## src/rtl/reg_write_demux.sv

```systemverilog
// reg_write_demux
//   Sixteen 16-bit registers behind a valid/ready write port, with a
//   4-to-16 one-hot write decode and full-word, low-byte and high-byte
//   write modes. A clear request starts a sweep that zeroes one register
//   per cycle, from index 0 to index 15, while the write port is held off.
//
// Ports
//   clk        : clock, rising-edge
//   rst_n      : asynchronous active-low reset
//   wr_valid   : write request present
//   wr_ready   : write port can accept this cycle (IDLE only)
//   wr_addr    : destination register index 0..15
//   wr_mode    : 00 word, 01 low byte, 10 high byte, 11 no-op
//   wr_data    : write data (byte modes use wr_data[7:0])
//   clr_req    : one-cycle pulse starting a clear sweep
//   busy       : clear sweep in progress
//   wr_strobe  : one-hot of the register written on the previous edge
//   regs_flat  : register k on bits [16k+15:16k]
//
// Configuration
//   REG0_ZERO_EN : when defined, register 0 is hard-wired to zero; writes
//                  to address 0 complete the handshake but store nothing.

module reg_write_demux (
  input  logic         clk,
  input  logic         rst_n,
  input  logic         wr_valid,
  output logic         wr_ready,
  input  logic [3:0]   wr_addr,
  input  logic [1:0]   wr_mode,
  input  logic [15:0]  wr_data,
  input  logic         clr_req,
  output logic         busy,
  output logic [15:0]  wr_strobe,
  output logic [255:0] regs_flat
);

  typedef enum logic {
    IDLE  = 1'b0,
    CLEAR = 1'b1
  } state_t;

  state_t      r_state;
  logic [3:0]  r_sweepCnt;
  logic        r_ready;
  logic        r_busy;
  logic [15:0] r_strobe;
  logic [15:0] r_regs [16];

  logic        w_fire;
  logic [15:0] w_addrOneHot;
  logic [15:0] w_wrEn;

  // r_ready is only ever high in IDLE, so a fired write implies IDLE.
  assign w_fire       = wr_valid & r_ready;
  assign w_addrOneHot = 16'h0001 << wr_addr;

  // Per-register write enable; the no-op mode fires the handshake only.
  always_comb begin
    w_wrEn = '0;
    if (w_fire && (wr_mode != 2'b11)) begin
      w_wrEn = w_addrOneHot;
    end
`ifdef REG0_ZERO_EN
    w_wrEn[0] = 1'b0;
`endif
  end

  // Byte modes always source the byte from wr_data[7:0].
  function automatic logic [15:0] mergeWrite(input logic [15:0] oldVal,
                                             input logic [1:0]  mode,
                                             input logic [15:0] data);
    logic [15:0] newVal;
    newVal = oldVal;
    case (mode)
      2'b00:   newVal = data;
      2'b01:   newVal = {oldVal[15:8], data[7:0]};
      2'b10:   newVal = {data[7:0], oldVal[7:0]};
      default: newVal = oldVal;
    endcase
    return newVal;
  endfunction

  // Single FSM block. A write and a clear request in the same IDLE cycle
  // both take effect on one edge: the write lands and CLEAR starts, so the
  // sweep begins on the following edge. wr_ready comes up on the first
  // edge after reset release.
  always_ff @(posedge clk or negedge rst_n) begin
    if (!rst_n) begin
      r_state    <= IDLE;
      r_sweepCnt <= 4'd0;
      r_ready    <= 1'b0;
      r_busy     <= 1'b0;
      r_strobe   <= '0;
      for (int k = 0; k < 16; k++) begin
        r_regs[k] <= '0;
      end
    end else begin
      r_strobe <= '0;
      case (r_state)
        IDLE: begin
          for (int k = 0; k < 16; k++) begin
            if (w_wrEn[k]) begin
              r_regs[k] <= mergeWrite(r_regs[k], wr_mode, wr_data);
            end
          end
          r_strobe <= w_wrEn;
          if (clr_req) begin
            r_state    <= CLEAR;
            r_sweepCnt <= 4'd0;
            r_ready    <= 1'b0;
            r_busy     <= 1'b1;
          end else begin
            r_ready <= 1'b1;
            r_busy  <= 1'b0;
          end
        end
        CLEAR: begin
          // clr_req is ignored here; the sweep never restarts.
          r_regs[r_sweepCnt] <= '0;
          r_sweepCnt         <= r_sweepCnt + 4'd1;
          if (r_sweepCnt == 4'd15) begin
            r_state <= IDLE;
            r_ready <= 1'b1;
            r_busy  <= 1'b0;
          end
        end
        default: begin
          r_state <= IDLE;
          r_ready <= 1'b0;
          r_busy  <= 1'b0;
        end
      endcase
    end
  end

  assign wr_ready  = r_ready;
  assign busy      = r_busy;
  assign wr_strobe = r_strobe;

  // Flatten the register file for an external 16:1 read select.
  genvar g;
  for (g = 0; g < 16; g++) begin : gFlat
    if (g == 0) begin : gReg0
`ifdef REG0_ZERO_EN
      assign regs_flat[15:0] = 16'h0000;
`else
      assign regs_flat[15:0] = r_regs[0];
`endif
    end else begin : gRegN
      assign regs_flat[16*g +: 16] = r_regs[g];
    end
  end

endmodule
```

## config.mk

```make
export PLATFORM = sky130hd
export DESIGN_NAME = reg_write_demux
export DESIGN_NICKNAME = d
export VERILOG_FILES = /design/src/rtl/reg_write_demux.sv
export SDC_FILE = /design/constraint.sdc
export NUM_CORES = 1
export LEC_CHECK = 0
export CAP_MARGIN = 20
export CORE_MARGIN = 2
export CORE_UTILIZATION = 30
export CTS_CLUSTER_SIZE = 12
export DETAILED_ROUTE_END_ITERATION = 10
export GPL_TIMING_DRIVEN = 0
export PLACE_DENSITY_LB_ADDON = 0.2
export SYNTH_ARGS = -nofsm -noshare
export SYNTH_HDL_FRONTEND = slang
export SYNTH_SLANG_ARGS = --single-unit
```

## constraint.sdc

```tcl
create_clock -name clk -period 2.6 [get_ports clk]
set_input_delay 0.52 -clock clk [delete_from_list [all_inputs] [get_ports clk]]
set_output_delay 0.52 -clock clk [all_outputs]
set_load 0.01 [all_outputs]
```

==> reports/metrics.yaml, run 1 <==
critical_path:
  cp_slowest_cell: "clkdlybuf4s50_1"
  reg2reg_depth: 7
  setup.worst_path.class: "input port to flip-flop"
  timing.rr.end: "regs_flat[129]"
  slowest_delay_ps: 520
  cp_max_fo: 10
  startpoint_type: "input port"
  cp_cell_sequence: "clkdlybuf4s50_1 -> inv_1 -> ha_1 -> nor2_2 -> or2_1 -> buf_2 -> buf_4 -> o21ai_2 -> o2bb2ai_1"
  arrival_ps: 2850
  critPathCaptureType: "flip-flop"
  crit_required_ps: 3030
  endpoint: "regs_flat[25]"
  r2r_slack_ps: 210
  timing.rr.start: "r_state"
  startpoint: "wr_mode[1]"
place:
  place_hpwl_mm: 27.6
  port_buffers: 298
  place_inst: 1534
  place.gp.congestion: 0.874
  preCtsSetupSlack_ps: -1050
  placed_cell_area_sq_um: 14200
drt:
  drt_wl_total_mm: 38.6
  num_vias: 8271
  ant_nets: 0
  drt_iter0_drc: 505
  first_pass_iters: 5
  drcViolationCount: 0
  wl_per_cell_um: 24.3
  viasPerCell: 5.22
logic_synthesis:
  ys_top_cells_by_area: "dfrtp_1 (66%), o2bb2ai_1 (20%), clkbuf_1 (1.2%)"
  ys_types: 43
  synth.net_count: 813
  syn_area_per_cell_sq_um: 13.6
  yosysTopAreaCell: "dfrtp_1"
  yosysSeqAreaShare: 0.660
  synth-edff-count: 0
  synthFlopType: "dfrtp_1"
  yosys_warnings: 0
  synth.top_cell.area_share: 0.660
  synth_area_sq_um: 10600
  ys_async_sr_fraction: 1.00
  ys_ff_latch: 279
  netlist_instances: 779
sta:
  setup_ws_ps: 183
  setup-violations-final: 0
  worstMarginPinSlew_ps: 1040
  max_freq_ghz: 0.414
  hold_violations: 0
  finalCriticalPeriod_ps: 2420
  final.setup_skew_ps: 25.1
  max_slew_margin: 0.309
  final_max_slew_viol_count: 0
  holdWs_ps: 484
  min_period_over_period: 0.930
  rsz0062_at_grt: "no"
finish:
  fill_cells: 3252
  layout-drive-gt1-share: 0.135
  finalInstanceArea_sq_um: 15400
  stdcell_count: 1586
  nets: 1147
  syn2layout_area_growth_pct: 45.7
  n_antenna_cell: 0
pwr:
  power_density_nw_per_um2: 1210
  leakage_nw: 6.37
  vdd_drop_max_mv: 0.496
clock_network:
  clk_pin_slew_ps: 60
  cts_buffers: 31
  clockBufferDepth: 3
  insertion_delay_ps: 570
  cts_max_level: 1
  cts_setup_buffers: 0
  cts_tree: "built"
  root_buffer: "clkbuf_16"
  numClockSinks: 279
global_routing:
  grt_pass1_wl_mm: 56.4
  antenna_found_initial: 1
  met3_usage: 0.0431
  grt_pass1_vias: 8435
  grt_use_met2: 0.327
  track_usage: 0.206
  gr-usage-met1: 0.290
  grt_max_degree: 121
  grt_remaining_overflow: 0
  grt.busiest_layer: "met2"
worst_hold_path:
  worstHoldStart: "regs_flat[229]"
  hold_class: "flip-flop to flip-flop"
floorplan:
  coreArea_sq_um: 34600
  die_area_sq_um: 36800
  ios: 300
  fp.dieH_um: 192
  initial_core_util: 0.306
  fp.dieW_um: 192
  num_rows: 68
run:
  maxCapViolCount: 0
outcome:
  status: "completed"
critical path: cells and delay by family:
family | cells | cell delay [ps]
simple gates | 2 | 440
buf+inv | 4 | 1210
fa+ha+maj | 1 | 250
compound gates | 2 | 410
cells in the final DEF (no fill, tap or decap), types with 8 or more instances in the layout:
master           count
o2bb2ai_1          240
nand2_1             23
buf_2               16
a22o_1               8
ha_1                 8
nand2b_1            12
clkdlybuf4s50_1    296
clkbuf_1            20
clkbuf_2            16
o21ai_2             21
dfrtp_1            279
clkbuf_16           31
nor2_1              26
a21oi_2             11
power breakdown:
part           switching (mW)  internal, mW
logic                    3.62          4.01
clock network            1.75          2.36
registers               0.996          5.91
cells in the mapped netlist (3+ instances only):
| cell type | instances |
|---|---|
| ha_1 | 8 |
| dfrtp_1 | 279 |
| nand2_1 | 30 |
| a21oi_1 | 15 |
| nor2b_1 | 5 |
| a22o_1 | 8 |
| o22ai_1 | 7 |
| nand3_1 | 4 |
| buf_2 | 13 |
| clkbuf_1 | 35 |
| a31oi_1 | 4 |
| o21ai_0 | 3 |
| nor2_1 | 28 |
| nand4b_1 | 3 |
| nand2b_1 | 19 |
| nor3_1 | 10 |
| a32oi_1 | 7 |
| inv_1 | 5 |
| o21ai_1 | 20 |
| o2bb2ai_1 | 240 |
| nor4_1 | 5 |
how the worst min path moves through the flow:
| stage | endpoint | slack, ps | cells past startpoint |
|---|---|---|---|
| after global placement | regs_flat[243] | 470 | 1 |
| after floorplan | busy | 220 | 0 |
| final | regs_flat[229] | 480 | 1 |
| after global routing | regs_flat[74] | 500 | 1 |
| after detailed placement | regs_flat[236] | 470 | 1 |
| after CTS | wr_strobe[8] | 460 | 3 |
what timing repair did:
item / in CTS / in global routing
hold buffers: 1 / 0
hold endpoints to repair: 77 / 0
gates resized for setup: 47 / 68
setup endpoints to repair: 184 / 224
cloned: 0 / 0
metrics by stage:
step                setup TNS (ps)  utilization  total power, mW
CTS                          -39.7        0.441             18.7
global route                     0        0.445             19.6
global placement          -3314360        0.408             14.4
floorplan                        0            -             10.0
finish                           0        0.445             18.6
detailed placement         -176150        0.410             14.5
flip-flops by register name (all words and copies together), names as in the netlist:
| signal | flops |
|---|---|
| regs_flat | 256 |
| wr_strobe | 16 |
| r_sweepCnt | 4 |
| busy | 1 |
| r_state | 1 |
| wr_ready | 1 |
routing by layer:
layer / up-vias / part of all wire
li1: 3681 / -
met1: 4272 / 0.45
met2: 263 / 0.46
met3: 53 / 0.066
met4: 2 / 0.020
met5: - / 0.00023
kinds of logic (layout without fill, tap and decap cells):
kind of cell	Yosys count	after routing	synth area share
AO/OA/AOI/OAI	314	314	0.244
AND/OR/NAND/NOR	121	121	0.0641
adder cells (fa/ha/maj)	8	8	0.00946
flip-flops	279	279	0.660
buffers and inverters	55	407	0.0211
XOR/XNOR	2	2	0.00166
area by class of cell:
class | count | area, sq um | area share
inverter | 5 | 18.8 | 0.00122
sequential | 279 | 6980 | 0.453
buffer | 50 | 258 | 0.0167
clock buffer | 45 | 858 | 0.0557
timing repair buffer | 301 | 3060 | 0.198
multi-input combinational | 445 | 3620 | 0.235
tap | 455 | 569 | 0.0369
clock inverter | 6 | 61.3 | 0.00398
(Power assumes the default switching activity.)
==> run 2: changes to the inputs <==
Settings changed: SETUP_SLACK_MARGIN set to 0.4, TNS_END_PERCENT set to 30.
==> run 2 against run 1 <==
Net effect: clock-buffer cell count unchanged; clock power about the same; design area up 2.6%; via count up 0.25%; clock skew about the same; utilization up 1.2 points; first-iteration DRC count down 10%; critical path type unchanged; highest routed layer unchanged.
==> reports/metrics.yaml, run 2 (synthesis results as in run 1) <==
place:
  place_hpwl_mm: 27.6
  place_inst: 1534
  placed_cell_area_sq_um: 14200
  port_buffers: 298
  place.gp.congestion: 0.874
clock_network:
  numClockSinks: 279
  cts_tree: "built"
  clk_pin_slew_ps: 60
  root_buffer: "clkbuf_16"
  cts_buffers: 31
  clockBufferDepth: 3
  insertion_delay_ps: 570
  cts_max_level: 1
outcome:
  status: "completed"
global_routing:
  grt_remaining_overflow: 0
  grt_pass1_vias: 8476
  grt_pass1_wl_mm: 56.7
  grt_max_degree: 121
  track_usage: 0.207
  antenna_found_initial: 1
drt:
  drcViolationCount: 0
  drt_iter0_drc: 454
  first_pass_iters: 5
  num_vias: 8292
  viasPerCell: 5.20
  wl_per_cell_um: 24.3
  drt_wl_total_mm: 38.7
  ant_nets: 0
finish:
  regArea_sq_um: 6980
  layout_commonest_cell: "clkdlybuf4s50_1"
  nets: 1155
  fill_cells: 3205
  final_cell_mix: "clkdlybuf4s50_1 (296), dfrtp_1 (279), o2bb2ai_1 (240), clkbuf_16 (31)"
  multiInputGateArea_sq_um: 3900
  postLayoutCoreUtil: 0.457
  stdcell_count: 1595
  finalInstanceArea_sq_um: 15800
  largest_reg_flops: 256
  layout-drive-gt1-share: 0.168
  syn2layout_area_growth_pct: 49.6
critical_path:
  timing.rr.start: "r_state"
  critPathCaptureType: "flip-flop"
  startpoint_type: "input port"
  reg2reg_depth: 6
  timing.rr.end: "regs_flat[203]"
  cp_max_fo: 8
  crit_required_ps: 3040
  path_buf_inv: 2
  arrival_ps: 2680
  cp_slowest_cell: "or4_1"
  cp_top_family: "simple AND/OR/NAND/NOR gates"
  cp_cell_sequence: "clkdlybuf4s50_1 -> ha_1 -> nand4bb_1 -> buf_2 -> or4_1 -> o21a_4 -> a22o_1"
  slowest_delay_ps: 520
  setup.worst_path.class: "input port to flip-flop"
  r2r_slack_ps: 440
sta:
  finalCriticalPeriod_ps: 2240
  setup-violations-final: 0
  final.setup_skew_ps: 25.0
  max_slew_margin: 0.556
  final_max_slew_viol_count: 0
  max_freq_ghz: 0.447
  hold_violations: 0
  fin_setup_tns_ps: 0
  worstMarginPinSlew_ps: 664
  rsz0062_at_grt: "yes"
  holdWs_ps: 485
  min_period_over_period: 0.861
floorplan:
  initial_core_util: 0.306
  num_rows: 68
  fp.dieH_um: 192
  die_area_sq_um: 36800
  fp.dieW_um: 192
  coreArea_sq_um: 34600
  ios: 300
pwr:
  leakage_nw: 6.59
  vdd_drop_max_mv: 0.513
  power_density_nw_per_um2: 1190
worst_hold_path:
  hold_class: "flip-flop to flip-flop"
  holdPathEnd: "regs_flat[181]"
  holdPathStages: 1
  worstHoldStart: "regs_flat[181]"
run:
  maxCapViolCount: 0
==> run 2: changes by cell type in the layout (fill, tap and decap cells not counted), moves of 5 or more <==
cell      previous run  this run
clkbuf_1            20        13
o21ai_2             21        14
nand2b_2             7         1
nor2_1              26        20
buf_4                1        14
o21ai_4              0         8
nand2b_4             0         7
a32oi_1              7         2
a32oi_2              0         5
==> run 2: worst max-delay path by stage <==
stage	start	to	cells past startpoint
6_report	wr_mode[1]	regs_flat[4]	7
5_1_grt	wr_mode[1]	regs_flat[112]	8
4_1_cts	wr_addr[0]	regs_flat[228]	7
3_5_place_dp	wr_mode[0]	regs_flat[152]	9
3_3_place_gp	rst_n	regs_flat[152]	1
2_1_floorplan	wr_mode[0]	regs_flat[220]	8
==> run 2: final cells by class <==
type | count | share of cell area
multi-input cells | 445 | 0.247
well taps | 455 | 0.0360
plain buffers | 50 | 0.0199
clock buffers | 45 | 0.0542
repair buffers | 309 | 0.197
clock inverters | 6 | 0.00387
flip-flops and latches | 279 | 0.441
diodes | 1 | 0.000158
inverters | 5 | 0.00119
==> run 2: where the power goes <==
group | internal, mW | leakage (nW) | switching [mW]
clock network | 2.36 | 0.447 | 1.74
logic | 4.12 | 2.47 | 3.70
registers | 5.91 | 3.67 | 0.993
==> run 2: what timing repair did <==
item,in CTS,in global routing
setup buffers,2,6
resized for setup,121,72
hold buffers,1,0
pin swaps,3,4
endpoints found under the hold margin,77,0
setup endpoints to repair,248,336
==> run 2: per-layer routing <==
metal	routed length (um)	global-route usage	vias to the layer above
met5	9	0	-
li1	-	-	3709
met3	2530	0.0446	57
met2	17800	0.326	254
met1	17500	0.292	4270
met4	813	0.0491	2
==> run 2: per-stage QoR <==
| step | total power, mW | setup slack (ps) |
|---|---|---|
| floorplan | 10.0 | 460 |
| global placement | 14.4 | -11320 |
| detailed placement | 14.5 | -1050 |
| CTS | 18.9 | 329 |
| global route | 19.8 | 335 |
| finish | 18.8 | 361 |
==> run 3: changes to the inputs <==
Settings changed: REMOVE_ABC_BUFFERS set to 1.
==> run 3 against run 2 <==
Net effect: fmax grew 0.86%; global-route usage grew 0.43 points; combinational power shrank 1%; final cell count shrank 1.2%; utilization grew 0.43 points; critical path type unchanged; highest routed layer unchanged.
==> reports/metrics.yaml, run 3 (synthesis results as in run 1) <==
drt:
  drcViolationCount: 0
  drt_wl_total_mm: 39.2
  viasPerCell: 5.20
  wl_per_cell_um: 24.9
  ant_nets: 0
  num_vias: 8196
  first_pass_iters: 4
  drt_iter0_drc: 476
global_routing:
  antenna_found_initial: 1
  grt_remaining_overflow: 0
  grt_pass1_vias: 8379
  grt_pass1_wl_mm: 57.6
  grt_max_degree: 119
  track_usage: 0.212
critical_path:
  crit_required_ps: 3030
  startpoint_type: "input port"
  r2r_slack_ps: 490
  cp_top_family: "buffers and inverters"
  path_buf_inv: 2
  critPathCaptureType: "flip-flop"
  setup.worst_path.class: "input port to flip-flop"
  reg2reg_depth: 5
  cp_cell_sequence: "clkdlybuf4s50_1 -> ha_1 -> nand3b_1 -> buf_12 -> nor3_2 -> o21ai_1 -> o2bb2ai_1"
  arrival_ps: 2650
  timing.rr.end: "regs_flat[6]"
  cp_slowest_cell: "clkdlybuf4s50_1"
  timing.rr.start: "r_state"
  slowest_delay_ps: 530
  cp_max_fo: 13
sta:
  setup-violations-final: 0
  fin_setup_tns_ps: 0
  final_max_slew_viol_count: 0
  min_period_over_period: 0.854
  rsz0062_at_grt: "yes"
  max_slew_margin: 0.462
  hold_violations: 0
  worstMarginPinSlew_ps: 808
  setup_ws_ps: 380
  final.setup_skew_ps: 10.9
  max_freq_ghz: 0.450
  finalCriticalPeriod_ps: 2220
clock_network:
  clockBufferDepth: 3
  cts_buffers: 31
  cts_max_level: 1
  insertion_delay_ps: 560
  cts_tree: "built"
  numClockSinks: 279
  root_buffer: "clkbuf_16"
  clk_pin_slew_ps: 60
floorplan:
  ios: 300
  coreArea_sq_um: 34600
  num_rows: 68
  fp.dieH_um: 192
  initial_core_util: 0.306
  fp.dieW_um: 192
  die_area_sq_um: 36800
finish:
  n_antenna_cell: 0
  fill_cells: 3162
  postLayoutCoreUtil: 0.461
  final_cell_mix: "clkdlybuf4s50_1 (296), dfrtp_1 (278), o2bb2ai_1 (240), clkbuf_16 (31)"
  nets: 1134
  largest_reg_flops: 256
  finalInstanceArea_sq_um: 16000
  layout_commonest_cell: "clkdlybuf4s50_1"
  syn2layout_area_growth_pct: 51.0
  layout-drive-gt1-share: 0.158
worst_hold_path:
  hold_class: "input port to asynchronous set/reset pin"
place:
  placed_cell_area_sq_um: 14200
  place.gp.congestion: 0.791
  port_buffers: 299
  place_hpwl_mm: 26.6
  preCtsSetupSlack_ps: -1260
pwr:
  power_density_nw_per_um2: 1200
  intPower_mw: 12.8
  vdd_drop_max_mv: 0.588
  p_seq_frac: 0.360
  p_total_mw: 19.2
  power_switching_share: 0.331
  leakage_nw: 6.69
  p_clk_frac: 0.238
  p_comb_frac: 0.402
  p_sw_mw: 6.35
outcome:
  status: "completed"
run:
  maxCapViolCount: 0
-- run 3: changes by cell type in the layout (fill, tap and decap cells not counted), sizes merged --
cell	before	now
bufinv	1	5
clkbuf	69	42
clkdlybuf4s15	0	1
inv	6	5
or2	2	3
diode	1	0
buf	37	38
clkinv	3	7
clkinvlp	1	0
-- run 3: per-layer routing --
layer	vias to the layer above	track usage	wire length, um
met5	-	0	12
met3	51	0.0502	2550
met2	244	0.333	18500
met4	2	0.0473	642
li1	3665	-	-
met1	4234	0.296	17500
-- run 3: stage by stage --
step | hold slack [ps] | cells
3_3_place_gp | 470 | 1483
4_1_cts | 453 | 1564
3_5_place_dp | 458 | 1504
2_1_floorplan | 224 | 729
6_report | 452 | 1576
5_1_grt | 472 | 1576
-- run 3: area by class of cell --
class / instances / area, sq um / share of cell area
Sequential cell: 279 / 6990 / 0.437
Clock inverter: 12 / 185 / 0.0116
Timing Repair Buffer: 337 / 3460 / 0.217
Clock buffer: 42 / 867 / 0.0543
Inverter: 5 / 18.8 / 0.00117
Multi-Input combinational cell: 446 / 3890 / 0.243
Tap cell: 455 / 569 / 0.0356
-- run 3: power groups by stage --
stage	Clock [mW]	Combinational, mW	Sequential [mW]
floorplan	0	2.37	7.51
global placement	0	7.18	6.99
detailed placement	0	7.44	6.92
CTS	4.70	7.64	6.92
global route	4.90	8.28	7.10
finish	4.57	7.72	6.90
-- run 3: repair_timing --
item | in CTS | in global routing
hold buffers | 1 | 0
setup endpoints to repair | 257 | 244
resized for setup | 85 | 31
buffers inserted | 4 | 12
pin swaps | 0 | 3
endpoints found under the hold margin | 44 | 0
cloned | 1 | 0
-- run 3: worst max path at each step --
| stage | start | to | slack [ps] | depth (start not counted) |
|---|---|---|---|---|
| after detailed placement | wr_mode[0] | regs_flat[127] | -1260 | 6 |
| after CTS | wr_mode[0] | regs_flat[18] | 240 | 7 |
| after floorplan | r_state | regs_flat[0] | 220 | 4 |
| after global placement | rst_n | regs_flat[57] | -11400 | 1 |
| after global routing | wr_mode[1] | regs_flat[235] | 310 | 8 |
| final | wr_mode[0] | regs_flat[127] | 380 | 7 |
